==> src/rtl/apb_completer_mem_pkg.sv <==
// ---------------------------------------------------------------------------
// apb_completer_pkg
// Shared definitions for the APB completer memory:
//   state_e   - FSM state encoding (IDLE, WAIT, READY)
//   CNT_W     - width of the wait-state down-counter
//   idx_width - word-index width for a given memory depth
//   addr_err  - misaligned / out-of-range byte address predicate
// Optional feature macro used by the importing files: APB_COMPLETER_WAIT_EN
// ---------------------------------------------------------------------------
package apb_completer_pkg;

  typedef enum logic [1:0] {
    ST_IDLE  = 2'd0,
    ST_WAIT  = 2'd1,
    ST_READY = 2'd2
  } state_e;

  // Holds WAIT_CYCLES in the range 0..15.
  localparam int CNT_W = 4;

  // Number of index bits needed to address 'depth' words (at least 1).
  function automatic int idx_width(input int depth);
    return (depth < 2) ? 1 : $clog2(depth);
  endfunction

  // A byte address is rejected when it is not word aligned or when it
  // falls beyond the last word of a 'depth'-word memory.
  function automatic logic addr_err(input logic [63:0] addr, input int depth);
    logic [63:0] limit;
    limit = 64'(depth) << 2;
    return (addr[1:0] != 2'b00) || (addr >= limit);
  endfunction

endpackage

==> src/rtl/apb_completer_mem_if.sv <==
// ---------------------------------------------------------------------------
// apb_completer_mem_if
// APB bus bundle between a requester and the completer memory.
//   psel, penable, pwrite, paddr, pwdata : requester -> completer
//   prdata, pready, pslverr              : completer -> requester
// Modports: master (requester side), slave (completer side).
// ---------------------------------------------------------------------------
interface apb_completer_mem_if #(
  parameter int WIDTH = 32
);

  logic             psel;
  logic             penable;
  logic             pwrite;
  logic [WIDTH-1:0] paddr;
  logic [WIDTH-1:0] pwdata;
  logic [WIDTH-1:0] prdata;
  logic             pready;
  logic             pslverr;

  modport master (
    output psel, penable, pwrite, paddr, pwdata,
    input  prdata, pready, pslverr
  );

  modport slave (
    input  psel, penable, pwrite, paddr, pwdata,
    output prdata, pready, pslverr
  );

endinterface

==> src/rtl/apb_completer_mem_wait_ctr.sv <==
// ---------------------------------------------------------------------------
// apb_wait_ctr
// Loadable down-counter used to time APB wait states.
// Ports:
//   clk      in  clock, all updates on rising edge
//   rst      in  asynchronous active-high reset (count -> 0)
//   load     in  load load_val (has priority over dec)
//   load_val in  CNT_W value to load
//   dec      in  decrement enable; the counter saturates at 0
//   cnt      out current count
//   is_one   out high while the count equals 1
// Built only when APB_COMPLETER_WAIT_EN is defined.
// ---------------------------------------------------------------------------
module apb_wait_ctr
  import apb_completer_pkg::*;
(
  input  logic             clk,
  input  logic             rst,
  input  logic             load,
  input  logic [CNT_W-1:0] load_val,
  input  logic             dec,
  output logic [CNT_W-1:0] cnt,
  output logic             is_one
);

  logic [CNT_W-1:0] cnt_reg;

  always_ff @(posedge clk or posedge rst) begin
    if (rst) begin
      cnt_reg <= '0;
    end else if (load) begin
      cnt_reg <= load_val;
    end else if (dec && (cnt_reg != '0)) begin
      cnt_reg <= cnt_reg - 1'b1;
    end
  end

  assign cnt    = cnt_reg;
  assign is_one = (cnt_reg == CNT_W'(1));

endmodule

==> src/rtl/apb_completer_mem.sv <==
// ---------------------------------------------------------------------------
// apb_completer_mem
// APB completer backed by a DEPTH x WIDTH word memory, with optional
// programmable wait states and error response for bad addresses.
// Parameters:
//   WIDTH       address / data width
//   DEPTH       number of words (power of two, >= 2)
//   WAIT_CYCLES wait states per transfer (0..15), used only when the
//               APB_COMPLETER_WAIT_EN macro is defined
// Ports:
//   pclk    in  clock
//   preset  in  asynchronous active-high reset
//   bus     apb_completer_mem_if.slave (psel/penable/pwrite/paddr/pwdata
//           in, prdata/pready/pslverr out, all outputs registered)
// Optional feature macro: APB_COMPLETER_WAIT_EN (wait counter + WAIT state).
// ---------------------------------------------------------------------------
module apb_completer_mem
  import apb_completer_pkg::*;
#(
  parameter int WIDTH       = 32,
  parameter int DEPTH       = 16,
  parameter int WAIT_CYCLES = 2
) (
  input  logic                pclk,
  input  logic                preset,
  apb_completer_mem_if.slave  bus
);

  localparam int IDX_W = idx_width(DEPTH);

  localparam logic [1:0] IDLE  = ST_IDLE;
  localparam logic [1:0] WAIT  = ST_WAIT;
  localparam logic [1:0] READY = ST_READY;

  localparam logic [CNT_W-1:0] WAIT_LD = WAIT_CYCLES[CNT_W-1:0];

  // FSM and latched setup-phase attributes
  logic [1:0]       state_reg, state_next;
  logic             wr_reg;
  logic             err_reg;
  logic [IDX_W-1:0] idx_reg;

  // Registered bus outputs
  logic [WIDTH-1:0] prdata_reg;
  logic             pready_reg;
  logic             pslverr_reg;

  // Memory
  logic [WIDTH-1:0] mem_reg [DEPTH];
  logic [DEPTH-1:0] word_we;
  logic             mem_we;

  logic             setup_phase;
  logic             access_phase;
  logic [IDX_W-1:0] idx_in;
  logic             err_in;
  logic             enter_ready;
  logic [IDX_W-1:0] rd_idx;
  logic             rd_err;
  logic             rd_wr;
  logic             wait_zero;
  logic             ctr_is_one;

  assign setup_phase  = bus.psel & ~bus.penable;
  assign access_phase = bus.psel &  bus.penable;
  assign idx_in       = bus.paddr[IDX_W+1:2];
  assign err_in       = addr_err(64'(bus.paddr), DEPTH);

`ifdef APB_COMPLETER_WAIT_EN
  logic [CNT_W-1:0] ctr_cnt;
  logic             ctr_load;
  logic             ctr_dec;

  assign ctr_load  = (state_reg == IDLE) && setup_phase;
  assign ctr_dec   = (state_reg == WAIT) && access_phase;
  assign wait_zero = (WAIT_LD == '0);

  apb_wait_ctr u_wait_ctr (
    .clk      (pclk),
    .rst      (preset),
    .load     (ctr_load),
    .load_val (WAIT_LD),
    .dec      (ctr_dec),
    .cnt      (ctr_cnt),
    .is_one   (ctr_is_one)
  );

  // The count value itself is only observed through is_one.
  logic unused_cnt;
  assign unused_cnt = ^ctr_cnt;
`else
  // Zero-wait build: every setup phase goes straight to READY.
  assign wait_zero  = 1'b1;
  assign ctr_is_one = 1'b0;

  logic unused_cfg;
  assign unused_cfg = ^WAIT_LD;
`endif

  // Next state and the "entering READY this edge" strobe.
  always_comb begin
    state_next  = state_reg;
    enter_ready = 1'b0;
    case (state_reg)
      IDLE: begin
        if (setup_phase) begin
          if (wait_zero) begin
            state_next  = READY;
            enter_ready = 1'b1;
          end else begin
            state_next  = WAIT;
          end
        end
      end
`ifdef APB_COMPLETER_WAIT_EN
      WAIT: begin
        // Any edge that is not an access phase aborts the transfer.
        if (!access_phase) begin
          state_next = IDLE;
        end else if (ctr_is_one) begin
          state_next  = READY;
          enter_ready = 1'b1;
        end
      end
`endif
      READY: begin
        state_next = IDLE;
      end
      default: begin
        state_next = IDLE;
      end
    endcase
  end

  // On a zero-wait entry the setup attributes are being latched on the
  // same edge, so take them straight from the bus; otherwise use the
  // copies captured at the setup edge.
  always_comb begin
    if (state_reg == IDLE) begin
      rd_idx = idx_in;
      rd_err = err_in;
      rd_wr  = bus.pwrite;
    end else begin
      rd_idx = idx_reg;
      rd_err = err_reg;
      rd_wr  = wr_reg;
    end
  end

  always_ff @(posedge pclk or posedge preset) begin
    if (preset) begin
      state_reg   <= IDLE;
      wr_reg      <= 1'b0;
      err_reg     <= 1'b0;
      idx_reg     <= '0;
      prdata_reg  <= '0;
      pready_reg  <= 1'b0;
      pslverr_reg <= 1'b0;
    end else begin
      state_reg <= state_next;
      if ((state_reg == IDLE) && setup_phase) begin
        wr_reg  <= bus.pwrite;
        err_reg <= err_in;
        idx_reg <= idx_in;
      end
      pready_reg  <= enter_ready;
      pslverr_reg <= enter_ready & rd_err;
      if (enter_ready && !rd_err && !rd_wr) begin
        prdata_reg <= mem_reg[rd_idx];
      end else begin
        prdata_reg <= '0;
      end
    end
  end

  // Write lands on the completion edge (the edge leaving READY), so the
  // data sampled is PWDATA as presented during the final access cycle.
  assign mem_we = (state_reg == READY) && wr_reg && !err_reg;

  for (genvar gi = 0; gi < DEPTH; gi++) begin : g_word_we
    assign word_we[gi] = mem_we && (idx_reg == IDX_W'(gi));
  end

  always_ff @(posedge pclk or posedge preset) begin
    if (preset) begin
      for (int i = 0; i < DEPTH; i++) begin
        mem_reg[i] <= '0;
      end
    end else begin
      for (int i = 0; i < DEPTH; i++) begin
        if (word_we[i]) begin
          mem_reg[i] <= bus.pwdata;
        end
      end
    end
  end

  assign bus.prdata  = prdata_reg;
  assign bus.pready  = pready_reg;
  assign bus.pslverr = pslverr_reg;

endmodule

==> src/flat_wrapper.sv <==
// flat-port wrapper written by rule: the top's interface ports become plain ports
module apb_completer_mem_flat import apb_completer_pkg::*;
#(
  parameter int WIDTH       = 32,
  parameter int DEPTH       = 16,
  parameter int WAIT_CYCLES = 2
)
  (pclk, preset, bus_psel, bus_penable, bus_pwrite, bus_paddr, bus_pwdata, bus_prdata, bus_pready, bus_pslverr);
  apb_completer_mem_if #(.WIDTH(WIDTH)) bus_i ();
  input  logic pclk;
  input  logic preset;
  input wire logic [$bits(bus_i.psel)-1:0] bus_psel;
  input wire logic [$bits(bus_i.penable)-1:0] bus_penable;
  input wire logic [$bits(bus_i.pwrite)-1:0] bus_pwrite;
  input wire logic [$bits(bus_i.paddr)-1:0] bus_paddr;
  input wire logic [$bits(bus_i.pwdata)-1:0] bus_pwdata;
  output wire logic [$bits(bus_i.prdata)-1:0] bus_prdata;
  output wire logic [$bits(bus_i.pready)-1:0] bus_pready;
  output wire logic [$bits(bus_i.pslverr)-1:0] bus_pslverr;
  assign bus_i.psel = bus_psel;
  assign bus_i.penable = bus_penable;
  assign bus_i.pwrite = bus_pwrite;
  assign bus_i.paddr = bus_paddr;
  assign bus_i.pwdata = bus_pwdata;
  assign bus_prdata = bus_i.prdata;
  assign bus_pready = bus_i.pready;
  assign bus_pslverr = bus_i.pslverr;
  apb_completer_mem #(.WIDTH(WIDTH), .DEPTH(DEPTH), .WAIT_CYCLES(WAIT_CYCLES)) u_core (.pclk(pclk), .preset(preset), .bus(bus_i));
endmodule
==> config.mk <==
export PLATFORM = sky130hd
export DESIGN_NAME = apb_completer_mem_flat
export DESIGN_NICKNAME = d
export VERILOG_FILES = /design/src/rtl/apb_completer_mem_pkg.sv /design/src/rtl/apb_completer_mem_if.sv /design/src/rtl/apb_completer_mem_wait_ctr.sv /design/src/rtl/apb_completer_mem.sv /design/src/flat_wrapper.sv
export SDC_FILE = /design/constraint.sdc
export NUM_CORES = 1
export LEC_CHECK = 0
export BUFFER_PORTS_ARGS = -buffer_cell sky130_fd_sc_hd__buf_2
export CORE_UTILIZATION = 59
export DETAILED_ROUTE_END_ITERATION = 10
export HOLD_SLACK_MARGIN = 0.02
export PLACE_DENSITY = 0.84
export SYNTH_ARGS = -nofsm -noshare
export SYNTH_HDL_FRONTEND = slang
export SYNTH_HIERARCHICAL = 1
export SYNTH_SLANG_ARGS = --single-unit
==> constraint.sdc <==
create_clock -name pclk -period 26.5 [get_ports pclk]
set_input_delay 5.3 -clock pclk [delete_from_list [all_inputs] [get_ports pclk]]
set_output_delay 5.3 -clock pclk [all_outputs]
set_load 0.005 [all_outputs]
# == After elaboration in Yosys (flattened, before gate mapping) ==
# Index checks and enable logic that the tools add are counted.
# classes
n_addsub,0
n_mul,0
div,0
n_lt_le_gt_ge,2
eq_ne,17
shift,0
muxes,11
bitwise,4
reduce_logical,28
# ops
operator,n
32-bit binary-select mux with 4-bit select,1
32-bit 2-to-1 mux,3
4-bit equality test (second input constant),8
32-bit by 7-bit >= comparator with 1-bit output (second input constant),1
1-bit logical AND,21
4-bit by 3-bit equality test with 1-bit output (second input constant),4
4-bit by 2-bit equality test with 1-bit output (second input constant),2
5-bit >= comparator (second input constant),1
4-bit NOT with 5-bit output,1
4-bit by 1-bit equality test with 1-bit output (second input constant),1
4-bit zero test,1
1-bit 2-to-1 mux,4
2-bit 2-to-1 mux,2
4-bit 2-to-1 mux,1
1-bit zero test,3
1-bit AND,2
2-bit equality test (second input constant),1
2-bit zero test,1
2-bit by 1-bit inequality test with 1-bit output (second input constant),1
2-bit nonzero test,1
1-bit logical OR,1
1-bit NOT,1
# word_totals
ff_bits,554
latchBits,0
ram_bits,0
romBits,0
inputBits,69
output_inout_bits,34
mem_count,0

# == Longest topological paths before layout ==
# depth
depth_word,7
depth_mapped,8
depth_no_buf,4

# == Worst setup path after synthesis ==
# Ideal clock, no wire load.
# synth_timing
path_kind,input-to-reg
from,in bus_paddr[2]
to,"reg u_core.prdata_reg[16], in the netlist u_core/bus.prdata[16]"
setup_time_ns,0.155
arrival_ns,6.693
required_time_ns,26.345
slack_ns,19.652
path_stages,6
path_cell_list,mux2i_4 -> buf_2 -> clkbuf_1 -> mux2_2 -> a222oi_1 -> a221oi_2
# synth_between
elab_chain_len,7
elab_cells_between_ends,12
classes_between,order compare: 1; mux: 6; bitwise: 1; reduce/logical: 4
# synth_lines
item,line_no,source
from (decl),flat_wrapper.sv:15,input wire logic [$bits(bus_i.paddr)-1:0] bus_paddr;
32-bit by 7-bit >= comparator with 1-bit output,apb_completer_mem_pkg.sv:31,return (addr[1:0] != 2'b00) || (addr >= limit);
1-bit logical OR,apb_completer_mem_pkg.sv:31,
1-bit 2-to-1 mux,apb_completer_mem.sv:139,if (state_reg == IDLE) begin
1-bit zero test,apb_completer_mem.sv:168,if (enter_ready && !rd_err && !rd_wr) begin
1-bit logical AND (2 in series),apb_completer_mem.sv:168,
32-bit 2-to-1 mux (*),apb_completer_mem.sv:168,
to (signal assigned),apb_completer_mem.sv:169,prdata_reg <= mem_reg[rd_idx];
to (decl),apb_completer_mem.sv:44,logic [WIDTH-1:0] prdata_reg;
# Every way passes the cells marked *; elsewhere a longest branch is shown, timed or not. The select of a mux whose other input is x is not followed.
# A chain may end at the register's enable or synchronous reset.

# == Worst setup path after layout ==
# layout_timing
from,in bus_paddr[3]
to,"reg u_core.prdata_reg[31], in the netlist u_core/bus.prdata[31]"
# The elaborated chain is that of the path after synthesis.

==> results.md <==
* Root Driver: clkbuf_16
* Top cell type's share of synthesized area at 0.5493
* Number of synthesized flops with an enable pin at 0
* Filler cells at 2946
* Total grt overflow at 0
* Most frequent cells in the layout: mux2_2 (577), dfrtp_1 (553), mux2i_1 (124)
* Mapped Cells at 1658
* Synth Area per Inst at around 15 um2
* Largest cells by area after synthesis: dfrtp_1 (55%), mux2_2 (26%), mux2i_1 (5.0%)
* Synth area leader: dfrtp_1
* Total Negative Setup Slacks at 0 ns
* GRT Overall Usage at 0.2766
* Commonest non-fill, non-tap cell in the layout: mux2_2
* Crit start category: input port
* Port buffer count at a little over 100
* CTS clock-pin slew for the worst setup and hold paths at roughly 0.06 ns
* Async SR Flop Fraction at 1.000
* Most Crowded Layer GR: met2
* Slew margin rel. at 0.2025
* FF/Latch Area at 13840 um2
* Grt met2 use at 0.4480
* Die width at ~210 um
* Clock buffer depth at 3
* Critical Path AT at ~8 ns
* Sequential Power Share at 0.491
* Clk Latency, worst-skew pair at roughly 0.6 ns
* Max-Cap Viols at 0
* Worst vdd ir at between 0.00004 and 0.00005 V
* Yosys cell types at 37
* Final period utilization at 0.2859
* Boundary pin count at 103
* P_sw at around 430 uW
* Worst hold path type: reg2reg
* Area of the multi-input gates at 10720 um2
* DR iter-0 viols at about 1.2k
* Syn Std Cell Area at 25190 um2
* Clk sink count at 553
* First-pass GRT wire length at approximately 90000 um
* Drt pass-1 iters at 9
* Critical path fanouts, max at 60
* Hpwl dp at approximately 33000 um
* Fmax at between 0.1 and 0.15 GHz
* Layout Nets at 1772
* Largest net degree at the start of global routing at ~190
* Min Tclk post-route at 7.575 ns
* Worst EP required at 26.97 ns
* Hold_buf cts at 0
* CTS tree: done
* Die height at roughly 210 um
* Area of the die at around 44000 um2
* Post-CTS Resized at 0
* Pint at 1.388 mW
* Clock power share at 0.412
* Routability cong. at roughly 0.76
* DRC viols at 0
* Drt wl/cell at 25.53 um
* Status: finished, final reports clean
* Critical path class: in2reg
* Fin. max-slew vios at 0
* Vias at 14.56k
* Count of final hold-check violations at 0
* Sw Ratio at 0.2358
* Ys Warns at 6
* Final Setup Violations at 0
* RSZ-0062 raised after global routing: no
* Vias in the first global route at approximately 16k
* Drt total wl at 58210 um
* Met3 GRT Util at 0.04328
* GR Util met1 at 0.3848
* Num CTS Buffers at 55
* Antenna violations before repair at 3
* Setup Fix Bufs, Post-CTS at 0
* Layout cell share with drive strength beyond 1 at 0.5023
* Final Skew at about 0.0094 ns
* Leak at roughly 13 nW
* Layout area overhead at 10.11%
* Post-DRT Antenna Nets at 0
* Syn Nets at 1727
* Sequential fraction of the synthesis area at 0.5493
* Comb pwr share at 0.097
* PwrDens at between 60 and 70 nW/um2
* H-tree depth at 2
* Worst-Margin Slew at roughly 1.2 ns
* Final total power at approximately 1.8 mW
* Flops & latches, synth at roughly 550
* Max reg flops at 512
* Initial Util at 0.5992
* DR vias/cell at approximately 6.4
* Core area at between 40000 and 50000 um2
* Post-synth top flop: dfrtp_1
* Row Count at 75
* Worst Setup End Kind: flip-flop
==> worst max-delay path, cell delays in order <==
cell and delay [ns]:
buf_2 0.16, mux2i_4 0.16, buf_4 0.86, and2_2 1.00, a222oi_1 0.19, a221oi_1 0.34
==> layer usage <==
layer	wire length [um]	vias to the layer above
met5	25	-
met4	1505	4
met3	3348	127
met2	28340	426
met1	24990	7766
li1	-	6236
==> worst paths after layout <==
kind	start	to	slack (ns)	cells past startpoint
setup reg to reg	u_core/state_reg[1]$_DFFE_PP0P_	u_core/bus.prdata[31]$_DFF_PP0_	23.22	5
setup / recovery	bus_paddr[3]	u_core/bus.prdata[31]$_DFF_PP0_	18.92	6
max in group asynchronous	preset	u_core/bus.prdata[19]$_DFF_PP0_	19.19	4
hold / removal	u_core/mem_reg[511]$_DFFE_PP0P_	u_core/mem_reg[511]$_DFFE_PP0P_	0.49	1
min in group asynchronous	preset	u_core/mem_reg[426]$_DFFE_PP0P_	4.94	2
hold reg to reg	u_core/mem_reg[511]$_DFFE_PP0P_	u_core/mem_reg[511]$_DFFE_PP0P_	0.49	1
==> area by class of cell <==
cell class,instances,area share
repair buffers,133,0.02770
clock buffers,90,0.06058
inverters,1,0.0004060
clock inverters,4,0.001624
multi-input cells,959,0.3864
flip-flops and latches,553,0.4989
well taps,539,0.02431
diodes,1,0.00009022
==> metrics by stage <==
step | utilization | worst slack (ns) | instances | hold WS, ns | cell area [um2]
after floorplan | - | 5.738 | 1658 | 0.4524 | 25190
after global placement | 0.6187 | 18.50 | 2185 | 0.4637 | 26010
after detailed placement | 0.6187 | 18.44 | 2185 | 0.4739 | 26010
after CTS | 0.6597 | 18.97 | 2279 | 0.4869 | 27740
after global routing | 0.6597 | 18.71 | 2279 | 0.4974 | 27740
final | 0.6598 | 18.92 | 2280 | 0.4862 | 27740
==> cell usage after synthesis, types with 6 or more instances <==
cell	number
a221oi_2	30
mux4_2	35
nor2_1	13
buf_2	43
mux2_2	576
nand3_1	7
mux2_1	67
mux2i_1	125
clkbuf_1	62
a21oi_1	32
dfrtp_1	553
a222oi_1	31
buf_1	25
nor4_1	7
nand2_1	10
buf_12	6
==> logic make-up (layout without fill, tap and decap cells) <==
| kind of cell | count (synthesis) | after routing | synth area share |
|---|---|---|---|
| buffers and inverters | 146 | 228 | 0.03089 |
| multiplexers | 805 | 805 | 0.3702 |
| AO/OA/AOI/OAI | 99 | 99 | 0.03835 |
| flip-flops | 553 | 553 | 0.5493 |
| AND/OR/NAND/NOR | 55 | 55 | 0.01123 |
| other | 0 | 1 | 0 |
==> power by group through the flow <==
stage	combinational [mW]	sequential, mW	clock, mW
finish	0.176	0.892	0.748
global route	0.190	0.895	0.793
CTS	0.177	0.891	0.762
detailed placement	0.176	0.906	0
global placement	0.169	0.904	0
floorplan	0.138	0.900	0
No activity file was read; power rests on OpenSTA's default activity.
